$ cat config.mk
export PLATFORM = sky130hd
export DESIGN_NAME = delay_load_sequencer
export DESIGN_NICKNAME = d
export VERILOG_FILES = /design/src/rtl/delay_ctrl_pkg.sv /design/src/rtl/rr_arbiter.sv /design/src/rtl/delay_load_sequencer.sv
export SDC_FILE = /design/constraint.sdc
export NUM_CORES = 1
export LEC_CHECK = 0
export CAP_MARGIN = 20
export CELL_PAD_IN_SITES_DETAIL_PLACEMENT = 0
export CELL_PAD_IN_SITES_GLOBAL_PLACEMENT = 1
export CORE_MARGIN = 3
export CORE_UTILIZATION = 35
export DETAILED_ROUTE_END_ITERATION = 8
export GPL_TIMING_DRIVEN = 0
export PLACE_DENSITY_LB_ADDON = 0.1
export SETUP_SLACK_MARGIN = 0.2
export SLEW_MARGIN = 40
export SYNTH_ARGS = -nofsm -noshare
export SYNTH_HDL_FRONTEND = slang
export SYNTH_SLANG_ARGS = --single-unit
$ cat constraint.sdc
create_clock -name clk_x10 -period 9.25 [get_ports clk_x10]
set_clock_uncertainty 0.1 [all_clocks]
set_input_delay 1.85 -clock clk_x10 [delete_from_list [all_inputs] [get_ports clk_x10]]
set_output_delay 1.85 -clock clk_x10 [all_outputs]
set_load 0.01 [all_outputs]
$ cat src/rtl/delay_ctrl_pkg.sv
// Shared constants, state encoding and channel map for the delay load path.
// Optional readback checking is enabled with DLY_READBACK_EN.
package delay_ctrl_pkg;

  localparam int NCH_DEF       = 9;
  localparam int TAP_W_DEF     = 5;
  localparam int SETTLE_DEF    = 16;
  localparam int MAX_RETRY_DEF = 2;
  localparam int IDX_W         = 4;

  localparam logic [2:0] ST_IDLE   = 3'd0;
  localparam logic [2:0] ST_ARB    = 3'd1;
  localparam logic [2:0] ST_LOAD   = 3'd2;
  localparam logic [2:0] ST_SETTLE = 3'd3;
  localparam logic [2:0] ST_CHECK  = 3'd4;

  typedef enum logic [2:0] {
    S_IDLE   = ST_IDLE,
    S_ARB    = ST_ARB,
    S_LOAD   = ST_LOAD,
    S_SETTLE = ST_SETTLE,
    S_CHECK  = ST_CHECK
  } state_e;

  localparam int R_WHOLE = 0;
  localparam int G_WHOLE = 1;
  localparam int B_WHOLE = 2;
  localparam int R_RISE  = 3;
  localparam int G_RISE  = 4;
  localparam int B_RISE  = 5;
  localparam int R_FALL  = 6;
  localparam int G_FALL  = 7;
  localparam int B_FALL  = 8;

endpackage

$ cat src/rtl/rr_arbiter.sv
// Combinational round-robin picker: first pending index after the pointer.
// Used by delay_load_sequencer (DLY_READBACK_EN independent).
module rr_arbiter
  import delay_ctrl_pkg::*;
#(
  parameter int NCH = NCH_DEF
) (
  input  logic [NCH-1:0]   i_pending,
  input  logic [IDX_W-1:0] i_ptr,
  output logic [NCH-1:0]   o_gnt,
  output logic [IDX_W-1:0] o_idx
);

  logic             w_found;
  logic [IDX_W-1:0] w_c;

  always_comb begin
    o_gnt   = '0;
    o_idx   = '0;
    w_found = 1'b0;
    w_c     = '0;
    for (int k = 1; k <= NCH; k++) begin
      w_c = IDX_W'((int'(i_ptr) + k) % NCH);
      if (!w_found && i_pending[w_c]) begin
        w_found    = 1'b1;
        o_gnt[w_c] = 1'b1;
        o_idx      = w_c;
      end
    end
  end

endmodule

$ cat src/rtl/delay_load_sequencer.sv
// Queues per-channel delay updates and serialises them onto one load port.
// Define DLY_READBACK_EN to add rb_tap verification with retry and err flags.
module delay_load_sequencer
  import delay_ctrl_pkg::*;
#(
  parameter int NCH        = NCH_DEF,
  parameter int TAP_W      = TAP_W_DEF,
  parameter int SETTLE_CYC = SETTLE_DEF
`ifdef DLY_READBACK_EN
  ,
  parameter int MAX_RETRY  = MAX_RETRY_DEF
`endif
) (
  input  logic                 clk_x10,
  input  logic                 g_rst_n,
  input  logic [NCH-1:0]       req_valid,
  input  logic [NCH*TAP_W-1:0] req_value,
  output logic                 ld_valid,
  input  logic                 ld_ready,
  output logic [IDX_W-1:0]     ld_sel,
  output logic [TAP_W-1:0]     ld_tap,
  output logic                 busy,
  output logic [NCH-1:0]       pending,
  output logic [NCH-1:0]       err
`ifdef DLY_READBACK_EN
  ,
  input  logic [TAP_W-1:0]     rb_tap
`endif
);

  localparam int CNT_W = $clog2(SETTLE_CYC + 1);

  state_e           r_state;
  state_e           w_nxt;
  logic [NCH-1:0]   r_pending;
  logic [TAP_W-1:0] r_shadow [NCH];
  logic [IDX_W-1:0] r_sel;
  logic [TAP_W-1:0] r_tap;
  logic [IDX_W-1:0] r_ptr;
  logic [CNT_W-1:0] r_cnt;
  logic             r_redo;
  logic [NCH-1:0]   w_gnt;
  logic [IDX_W-1:0] w_idx;
  logic             w_hs;
  logic             w_cnt_done;

  rr_arbiter #(.NCH(NCH)) u_arb (
    .i_pending (r_pending),
    .i_ptr     (r_ptr),
    .o_gnt     (w_gnt),
    .o_idx     (w_idx)
  );

  assign w_hs       = (r_state == S_LOAD) && ld_ready;
  assign w_cnt_done = (r_state == S_SETTLE) &&
                      (r_cnt == CNT_W'(SETTLE_CYC - 1));

  assign ld_valid = (r_state == S_LOAD);
  assign busy     = (r_state != S_IDLE);
  assign ld_sel   = r_sel;
  assign ld_tap   = r_tap;
  assign pending  = r_pending;

`ifdef DLY_READBACK_EN
  localparam int RT_W = (MAX_RETRY < 1) ? 1 : $clog2(MAX_RETRY + 1);

  logic [RT_W-1:0] r_retry;
  logic [NCH-1:0]  r_err;
  logic            w_match;
  logic            w_retry_done;

  assign w_match      = (rb_tap == r_tap);
  assign w_retry_done = (r_retry == RT_W'(MAX_RETRY));
  assign err          = r_err;

  always_ff @(posedge clk_x10 or negedge g_rst_n) begin
    if (!g_rst_n) begin
      r_retry <= '0;
      r_err   <= '0;
    end else if (r_state == S_ARB) begin
      r_retry <= '0;
    end else if (r_state == S_CHECK && !w_match) begin
      if (w_retry_done) r_err[r_sel] <= 1'b1;
      else r_retry <= r_retry + 1'b1;
    end
  end
`else
  assign err = '0;
`endif

  always_comb begin
    w_nxt = r_state;
    unique case (r_state)
      S_IDLE:   if (|r_pending) w_nxt = S_ARB;
      S_ARB:    w_nxt = S_LOAD;
      S_LOAD:   if (ld_ready) w_nxt = S_SETTLE;
`ifdef DLY_READBACK_EN
      S_SETTLE: if (w_cnt_done) w_nxt = S_CHECK;
      S_CHECK: begin
        if (w_match || w_retry_done) w_nxt = S_IDLE;
        else w_nxt = S_LOAD;
      end
`else
      S_SETTLE: if (w_cnt_done) w_nxt = S_IDLE;
`endif
      default:  w_nxt = S_IDLE;
    endcase
  end

  // r_redo remembers a newer value arrived for the granted channel
  always_ff @(posedge clk_x10 or negedge g_rst_n) begin
    if (!g_rst_n) begin
      r_state   <= S_IDLE;
      r_pending <= '0;
      for (int i = 0; i < NCH; i++) r_shadow[i] <= '0;
      r_sel     <= '0;
      r_tap     <= '0;
      r_ptr     <= IDX_W'(NCH - 1);
      r_cnt     <= '0;
      r_redo    <= 1'b0;
    end else begin
      r_state <= w_nxt;
      for (int i = 0; i < NCH; i++) begin
        if (req_valid[i]) begin
          r_pending[i] <= 1'b1;
          r_shadow[i]  <= req_value[i*TAP_W +: TAP_W];
        end
      end
      if (w_hs && !r_redo && !req_valid[r_sel])
        r_pending[r_sel] <= 1'b0;
      if (r_state == S_ARB) begin
        r_sel  <= w_idx;
        r_tap  <= r_shadow[w_idx];
        r_ptr  <= w_idx;
        r_redo <= |(req_valid & w_gnt);
      end else if (busy && req_valid[r_sel]) begin
        r_redo <= 1'b1;
      end
      if (w_hs) r_cnt <= '0;
      else if (r_state == S_SETTLE) r_cnt <= r_cnt + 1'b1;
    end
  end

endmodule

After elaboration in Yosys (flattened, before gate mapping)
Cells that the tools add are included.

storage, ports and cells
  register bits = 76
  input bits = 57
  output and inout port bits = 29
  logic and storage cells = 202

operators by class
  $add $sub $neg = 10
  div/mod/pow operators = 9
  order comparisons = 21
  equality and inequality tests = 7
  muxes and demuxes = 87
  bitwise operators = 12
  reductions and logical operators = 40

operators with widths
  kind                                                               number
  remainder unit 32 x 5 -> 32 bit, second input constant             9
  two-way mux 9 bit                                                  10
  bitwise OR 9 bit                                                   8
  less-than comparator 4 x 5 -> 1 bit, second input constant         10
  binary-select mux 1 bit (select 4 bit)                             10
  demux 1 bit (select 4 bit)                                         10
  greater-or-equal comparator 4 x 1 -> 1 bit, second input constant  10
  two-way mux 1 bit                                                  39
  two-way mux 4 bit                                                  9
  logical AND 1 bit                                                  23
  adder 4 x 3 -> 5 bit, second input constant                        4
  binary-select mux 5 bit (select 4 bit)                             1
  two-way mux 5 bit                                                  4
  AND 9 bit                                                          2
  OR reduction 9 bit                                                 2
  one-hot mux 3 bit (4 select lines)                                 1
  adder 4 x 2 -> 5 bit, second input constant                        2
  adder 4 x 4 -> 5 bit, second input constant                        2
  logical NOT 1 bit                                                  10
  two-way mux 3 bit                                                  3
  NOT 9 bit                                                          1
  equality test 3 x 2 -> 1 bit, second input constant                2
  adder 4 x 1 -> 5 bit, second input constant                        1
  adder 5 x 1 -> 5 bit, second input constant                        1
  10 further kinds                                                   12

Depth between registers and ports, before layout
  word-level depth = 33
  depth in mapped cells = 37
  depth with buffers taken out = 24

Cells and area by module
A second synthesis with hierarchy kept.

second synthesis, totals
  cells, all modules = 1197
  area, all modules = 10035.9 µm²

modules (own cells, without submodules)
  module                instances  cells each  area each (µm²)  seq. area each (µm²)
  rr_arbiter            1          930         6515.0           0.0
  delay_load_sequencer  1          267         3520.9           1803.0

Least setup slack after synthesis
No wires, ideal clock.

  path kind = register to register
  start point = register, netlist name ld_sel[0]
  end point = register r_tap[0], in the netlist ld_tap[0]
  setup time = 120 ps
  arrival time = 8473 ps
  data required time = 9030 ps
  path slack = 557 ps
  cell stages (with the launch flop) = 35
  path buffers = 11
  period minus slack after synthesis = 8693 ps
  path through = dfrtp_1 buf_4 buf_6 buf_2 buf_2 buf_2 clkbuf_1 buf_1 buf_1 clkbuf_1 inv_1 ha_1 clkinv_1 clkbuf_1 ha_1 or2_2 or2_2 o21ai_2 xnor2_1 inv_1 ha_1 or4_1 a21o_1 buf_2 nor2_1 mux2_2 a31oi_1 a211o_1 mux2_2 o22a_1 and2_4 nor2_8 mux2_2 o211a_1 a31o_1

RTL lines
  what                    RTL line                     source
  end signal: assignment  delay_load_sequencer.sv:133  r_tap <= r_shadow[w_idx];
  end: declaration        delay_load_sequencer.sv:38   logic [TAP_W-1:0] r_tap;

==> qor_table.md <==
| Group | Item | Value |
| --- | --- | --- |
| layout | Number of inserted filler cells in the final layout | 3090 |
| floorplan | Total I/O pin count | 86 |
| route | Detailed-route via count | 11377 |
| placement | Number of cells after detailed placement | 1819 |
| min path | Number of cells on the worst hold path | 1 |
| global route | Number of global-route vias before repair | 10883 |
| route | Antenna-violating nets left | 0 |
| global route | Global route overflow | 0 |
| route | Total length of routed wires | 45000 um |
| sta | Final Setup Violations | 0 |
| synth | Area leader, netlist | dfrtp_1 |
| sta | Final Max Slew Viols | 0 |
| floorplan | Die ar. | 0.0324 mm^2 |
| sta | Min Tclk post-route | 8720 ps |
| global route | Wire length of the first global-routing pass | 67700 um |
| layout | Total non-filler cell area in the finished layout | 0.0124 mm^2 |
| synth | Fraction of the yosys area taken by sequential cells | 17.0% |
| layout | Area growth syn-to-layout | 17.3% |
| min path | HP Class | reg2reg |
| global route | Global-route usage over all layers | 26.7% |
| worst setup path | Worst r2r src | ld_sel[0] |
| placement | Cell Area, Placed | 0.0118 mm^2 |
| worst setup path | Worst Setup End Kind | register |
| synth | Count of distinct cell types in the synthesized netlist | 116 |
| synth | Per-instance average area after synthesis | 7.83 um^2 |
| sta | Post-route clock period utilization | 94.3% |
| clock network | Master cell of the clock root buffer | clkbuf_16 |
| layout | Antenna diode count | 0 |
| worst setup path | CP most frequent cell | buf_6 |
| layout | Ratio of cells with drive above 1 in the final layout | 16.3% |
| global route | Antenna violations before repair | 0 |
| clock network | Maximum clock path buffer count | 2 |
| synth | Cell types with the largest area share after synthesis | dfrtp_1, ha_1, mux2_2, a21oi_1, nor2_1 |
| synth | Synth top area share | 16.8% |
| synth | Gate count of the mapped netlist | 1351 |
| floorplan | Floorplan die width | 180 um |
| worst setup path | Critical path class | reg2reg |
| worst setup path | CP Data Arrival Time | 8850 ps |
| clock network | Hold_buf cts | 0 |
| synth | Register bit total from synthesis | 72 |
| floorplan | Starting utilization of the core area | 35.6% |
| clock network | Sink Count | 72 |
| sta | RSZ-0062 raised after global routing | no |
| floorplan | Height of the die | 180 um |
| worst setup path | Endpoint required time on the critical path | 9370 ps |
| sta | Worst slew margin relative to its limit | 41.7% |
| worst setup path | CP startpoint kind | register |
| placement | Final RePlAce weighted congestion | 0.946 |
| placement | Number of buffers added on ports | 69 |
| global route | Largest net degree at the start of global routing | 57 |
| layout | Non-filler cells, final | 1846 |
| route | Post-route DRC | 0 |
| route | Avg Vias per Cell | 6.16 |
| route | Average routed wire per standard cell | 24.4 um |
| floorplan | Standard-cell row count | 63 |
| synth | Area of the mapped netlist | 0.0106 mm^2 |
| min path | Hold path startpoint | r_shadow[9] |
| sta | Tightest Pin Transition | 874 ps |
| clock network | TritonCTS clock tree | done |
| synth | Share of synthesized registers carrying an async set or reset | 100% |
| worst setup path | Depth of the worst register-to-register path | 36 |
| synth | Top FF cell, synth | dfrtp_1 |
| route | Drt initial violations | 947 |
| placement | DPL Wire Length | 35100 um |
| synth | Number of enable flip-flop cells after synthesis | 0 |
| sta | Highest attainable clock frequency | 115 MHz |
| floorplan | Placeable core region | 0.0297 mm^2 |
| flow run | Max-cap violations | 0 |
| worst setup path | Endpoint of the worst-slack reg-to-reg timing path | ld_tap[0] |
| worst setup path | Flop-to-flop setup slack | 530 ps |
| worst setup path | Delay contributed by the slowest stage of the critical path | 490 ps |
| worst setup path | Crit Path Max Fanout | 10 |
| min path | Worst Hold Path EP | r_shadow[9] |
| layout | Number of nets in the layout | 1563 |
| sta | Number of hold-slack violations in the final timing report | 0 |
| clock network | Clock Latency Late Sink | 340 ps |
| clock network | Clk pin slew, worst setup/hold paths | 60 ps |
| status | Result of the run | completed |
| clock network | Number of H-tree branching levels | 3 |
| clock network | Number of clock buffers inserted by TritonCTS | 9 |
| worst setup path | Origin of the worst setup path | ld_sel[0] |
| synth | Warnings from Yosys | 0 |
| route | TritonRoute pass-1 iters | 5 |
| worst setup path | Crit-path slowest cell | mux4_2 |
-- cell usage in the layout (no fill, tap or decap), types with 13 or more instances in the layout --
cell type / netlist / final
nand2_1: 107 / 107
nor2_1: 108 / 105
a21oi_1: 87 / 86
dfrtp_1: 71 / 70
clkdlybuf4s50_1: 0 / 68
o21ai_0: 68 / 67
inv_1: 61 / 60
mux2_2: 54 / 54
ha_1: 55 / 54
clkbuf_1: 51 / 45
mux2i_1: 32 / 32
nor3_1: 32 / 32
buf_4: 18 / 30
nand3_1: 30 / 30
a31oi_1: 29 / 29
xnor2_1: 29 / 25
nand2b_1: 24 / 24
buf_2: 27 / 22
nor2b_1: 22 / 21
a211oi_1: 21 / 19
a21o_1: 18 / 18
o22ai_1: 17 / 17
o211ai_1: 15 / 15
a211o_1: 15 / 14
nor4_1: 13 / 13
-- worst max-delay path by stage --
| stage | slack (ps) | cells after the start | end |
|---|---|---|---|
| finish | 530 | 36 | ld_tap[0] |
| CTS | 230 | 35 | ld_tap[0] |
| detailed placement | -3410 | 34 | ld_tap[0] |
| global placement | -3540 | 34 | ld_tap[0] |
| floorplan | 560 | 34 | ld_tap[0] |
| global route | 200 | 35 | ld_tap[0] |
-- cell usage after synthesis (11+ instances only) --
library cell,number
nand4_1,12
o211ai_1,15
o22ai_1,17
a21o_1,18
ha_1,55
a211oi_1,21
a31oi_1,29
nor2_1,108
buf_2,27
nand3_1,30
o221ai_1,12
o31ai_1,11
dfrtp_1,71
nor2b_1,22
a21oi_1,87
mux4_2,12
or2_2,12
inv_1,61
a211o_1,15
mux2i_1,32
nor4_1,13
o21ai_1,11
nand2b_1,24
nand2_1,107
clkbuf_1,51
xnor2_1,29
buf_4,18
nor3_1,32
o21a_1,11
o21ai_0,68
mux2_2,54
-- layout make-up --
class / instances / area, um^2 / area share [%]
sequential: 72 / 1810 / 14.6
multi-input combinational: 1110 / 8120 / 65.4
buffer: 107 / 597 / 4.81
inverter: 70 / 269 / 2.17
timing repair buffer: 81 / 815 / 6.56
clock inverter: 6 / 92.6 / 0.746
tap: 390 / 488 / 3.93
clock buffer: 10 / 229 / 1.84
-- state kept, by name, indices dropped and copies added (netlist names) --
name      cells
r_state       2
pending       9
r_redo        1
r_shadow     45
r_cnt         5
r_ptr         1
ld_sel        4
ld_tap        5
-- logic make-up after synthesis --
group | after synthesis | synth area share, %
buf+inv | 177 | 7.52
fa+ha+maj | 55 | 6.50
compound gates | 463 | 32.0
other cells | 1 | 0.0354
flops | 72 | 17.0
mux | 102 | 11.9
xor+xnor | 36 | 3.12
simple gates | 445 | 22.0
-- layer usage --
metal	GRT usage [%]	routed length [um]
met5	0	0
met1	35.2	19600
met4	10.6	1840
met2	43.8	20600
met3	4.23	3020
-- through the flow --
stage	utilization, %	TNS, ps	setup WS [ps]	hold slack (ps)
detailed placement	39.9	-33610	-3410	394
global route	41.8	0	200	419
global placement	39.7	-35300	-3540	386
CTS	41.5	0	228	408
finish	41.8	0	528	404
floorplan	-	0	557	373
-- worst max-delay path, delay by kind of cell, from the launching register on --
family                   cells  cell delay (ps)
buffers and inverters       17             3650
AO/OA/AOI/OAI                8             2040
multiplexers                 1              490
adder cells (fa/ha/maj)      2              600
flip-flops                   1              460
AND/OR/NAND/NOR              8             1200
-- repair_timing --
item,in CTS,in global routing
buffers inserted,7,4
resized for setup,29,21
endpoints found under the setup margin,11,9
pin swaps,3,4
Power is left out: the tool's default activity adds up to more than one toggle a clock period on the data nets, which glitch-free logic cannot reach.
==> edit, RTL diff (same settings) <==
One comparison of `r_cnt` changes from == to >=.
--- a/src/rtl/delay_load_sequencer.sv
+++ b/src/rtl/delay_load_sequencer.sv
@@ -53,7 +53,7 @@
 
   assign w_hs       = (r_state == S_LOAD) && ld_ready;
   assign w_cnt_done = (r_state == S_SETTLE) &&
-                      (r_cnt == CNT_W'(SETTLE_CYC - 1));
+                      (r_cnt >= CNT_W'(SETTLE_CYC - 1));
 
   assign ld_valid = (r_state == S_LOAD);
   assign busy     = (r_state != S_IDLE);
Formal check against the unedited RTL: same outputs for any inputs over 4 cycles, from zero or initial values and one cycle with g_rst_n low; that may be too few to reach the edited logic, so the function may still have changed.
==> edit against the original RTL <==
Design area is 0.43% lower. Synthesized area shrank 0.63%. Final cell count down 1.1%. Routed wire length is 3.2% higher. Count of clock-buffer cells in the layout increased by 1. Sequential cell count stayed put. Largest cell class unchanged. Via count increased by 2.3%. Global-route usage is 1.7 points higher. Setup slack worse by 0.024 ns.
Power is not shown: default switching activity piles up to over one toggle a cycle in this logic, so the estimate is an artifact.
==> edit: results (changes against the original RTL) <==
max reg flops=45 (unchanged); Worst Reg2Reg Path Length in Cells=29 (-19%); H-tree lvl count=3 (unchanged); Worst Tran Pin Value=0.907 ns (+0.0327 ns); slowest stage delay, CP=0.65 ns (+0.16 ns); FF-to-FF Start=ld_sel[0]; drt via density=6.37 (+3.4%); RePlAce Congestion=0.963 (+1.8%); HPWL after DPL=37,000 um (+5.3%); TritonCTS buffer count=9 (unchanged); hold path endpoint=r_shadow[37]; fin cells=1,826 (-1.1%); crit path max-delay cell type=or4_1; Crit Path Max Fanout=15 (+5); Seq/Total Area, Yosys=0.171 (+0.00107); worst hold path depth=1 (unchanged); synth unique cells=106 (-8.6%); crit path DAT=8.89 ns (+0.04 ns); Nets=1,554 (-0.58%); Max Buffers Root-to-Sink=2 (unchanged); synth warn=0 (unchanged); Clock Latency Late Sink=0.33 ns; first-pass GRT wire length=69,400 um (+2.4%); drt pass-1 iters=5 (unchanged); synth cell count leaders=108 x nor2_1, 97 x nand2_1, 71 x dfrtp_1; number of diodes=0 (unchanged); clock input transition at the sequential cells of the worst setup and hold paths=0.06 ns (about the same); max_cap viols=0 (unchanged); share of cells above drive strength 1=0.164 (+0.000200); r2r setup slk=0.50 ns (-0.02 ns); status=finished, final reports clean; worst hold start=r_shadow[37]; Total GRT Usage=0.284 (+0.0174); Async SR Flop Fraction=1.00 (unchanged); number of global-route vias before repair=11.1k (+1.8%); largest net degree at the start of global routing=54 (-5.3%); worst hold path class=reg -> reg; area post-placement=11,800 um2 (-0.36%); Root Driver=clkbuf_16; DRT iter0 DRCs=1,040 (+9.8%); Avg Cell Area, Syn=7.84 um2 (about the same); initial antenna violation count=0 (unchanged); delay-heaviest family, CP=compound AO/OA/AOI/OAI gates; Top reg by flops=r_shadow; synth top area cells=dfrtp_1 17%, ha_1 7.0%, mux2_2 6.3%, mux2i_1 3.9%, nor2_1 3.9%; IO buf count=68 (-1.4%); WL final=46,500 um (+3.2%); Worst R2R End=ld_tap[2]
-- edit: changes by cell type after synthesis, moves of 8 or more --
| cell | before | now |
|---|---|---|
| nand3_1 | 30 | 42 |
| nand2_1 | 107 | 97 |
| a211o_1 | 15 | 7 |
| a32o_1 | 2 | 10 |
| inv_1 | 61 | 49 |
| a21oi_1 | 87 | 70 |
| mux2i_1 | 32 | 41 |
| o22ai_1 | 17 | 26 |
| o21ai_0 | 68 | 52 |
| xnor2_1 | 29 | 20 |
-- edit: metal layers --
layer / GRT usage / part of all wire / vias up
li1: - / - / 5299
met1: 0.368 / 0.41 / 5666
met2: 0.477 / 0.47 / 567
met3: 0.0320 / 0.068 / 106
met4: 0.130 / 0.048 / 0
met5: 0 / 0 / -
-- edit: cells by family (layout without fill, tap and decap cells) --
kind of cell	count (synthesis)	after routing	share of synthesized area
compound gates	437	437	0.304
xor+xnor	36	36	0.0335
fa+ha+maj	59	59	0.0702
buf+inv	163	255	0.0688
flops	72	72	0.171
mux	109	109	0.121
other cells	1	9	0.000357
simple gates	465	465	0.231
-- edit: cell type report --
class | instances | area (um2)
clock inverter | 4 | 53.8
inverter | 59 | 226
sequential | 72 | 1810
fill | 3097 | 16800
tap | 384 | 480
clock buffer | 11 | 253
multi-input combinational | 1115 | 8230
buffer | 104 | 538
timing repair buffer | 77 | 769
-- edit: worst max-delay path by stage --
stage                           end  depth (start not counted)  slack, ns      start
after floorplan           ld_tap[1]                         32       1.25  ld_sel[0]
after global placement    ld_tap[0]                         31      -2.71  ld_sel[0]
after detailed placement  ld_tap[2]                         31      -2.16  ld_sel[0]
after CTS                 ld_tap[3]                         33       0.25  ld_sel[0]
after global routing      ld_tap[4]                         33       0.19  ld_sel[0]
final                     ld_tap[2]                         29       0.50  ld_sel[0]
-- edit: what timing repair did --
item / in CTS / in global routing
pin swaps: 1 / 2
setup endpoints to repair: 11 / 10
gates resized for setup: 24 / 23
setup buffers: 1 / 7
-- edit: worst reg2reg max path: cells and delay by family, from the launching register on --
family                     cells  cell delay, ns
AOI/OAI and AO/OA             10            2.75
xor gates and xnor gates       1            0.60
adders and majority gates      3            0.80
buffers and inverters         10            2.70
DFF                            1            0.56
muxes                          1            0.13
and+or+nand+nor                4            1.01
-- edit: metrics by stage --
stage | hold WS, ns | utilization | TNS [ns] | setup slack (ns)
finish | 0.404 | 0.424 | 0 | 0.505
global route | 0.421 | 0.424 | 0 | 0.188
CTS | 0.407 | 0.418 | 0 | 0.254
detailed placement | 0.394 | 0.405 | -20.78 | -2.16
global placement | 0.385 | 0.401 | -26.95 | -2.71
floorplan | 0.375 | - | 0 | 1.25
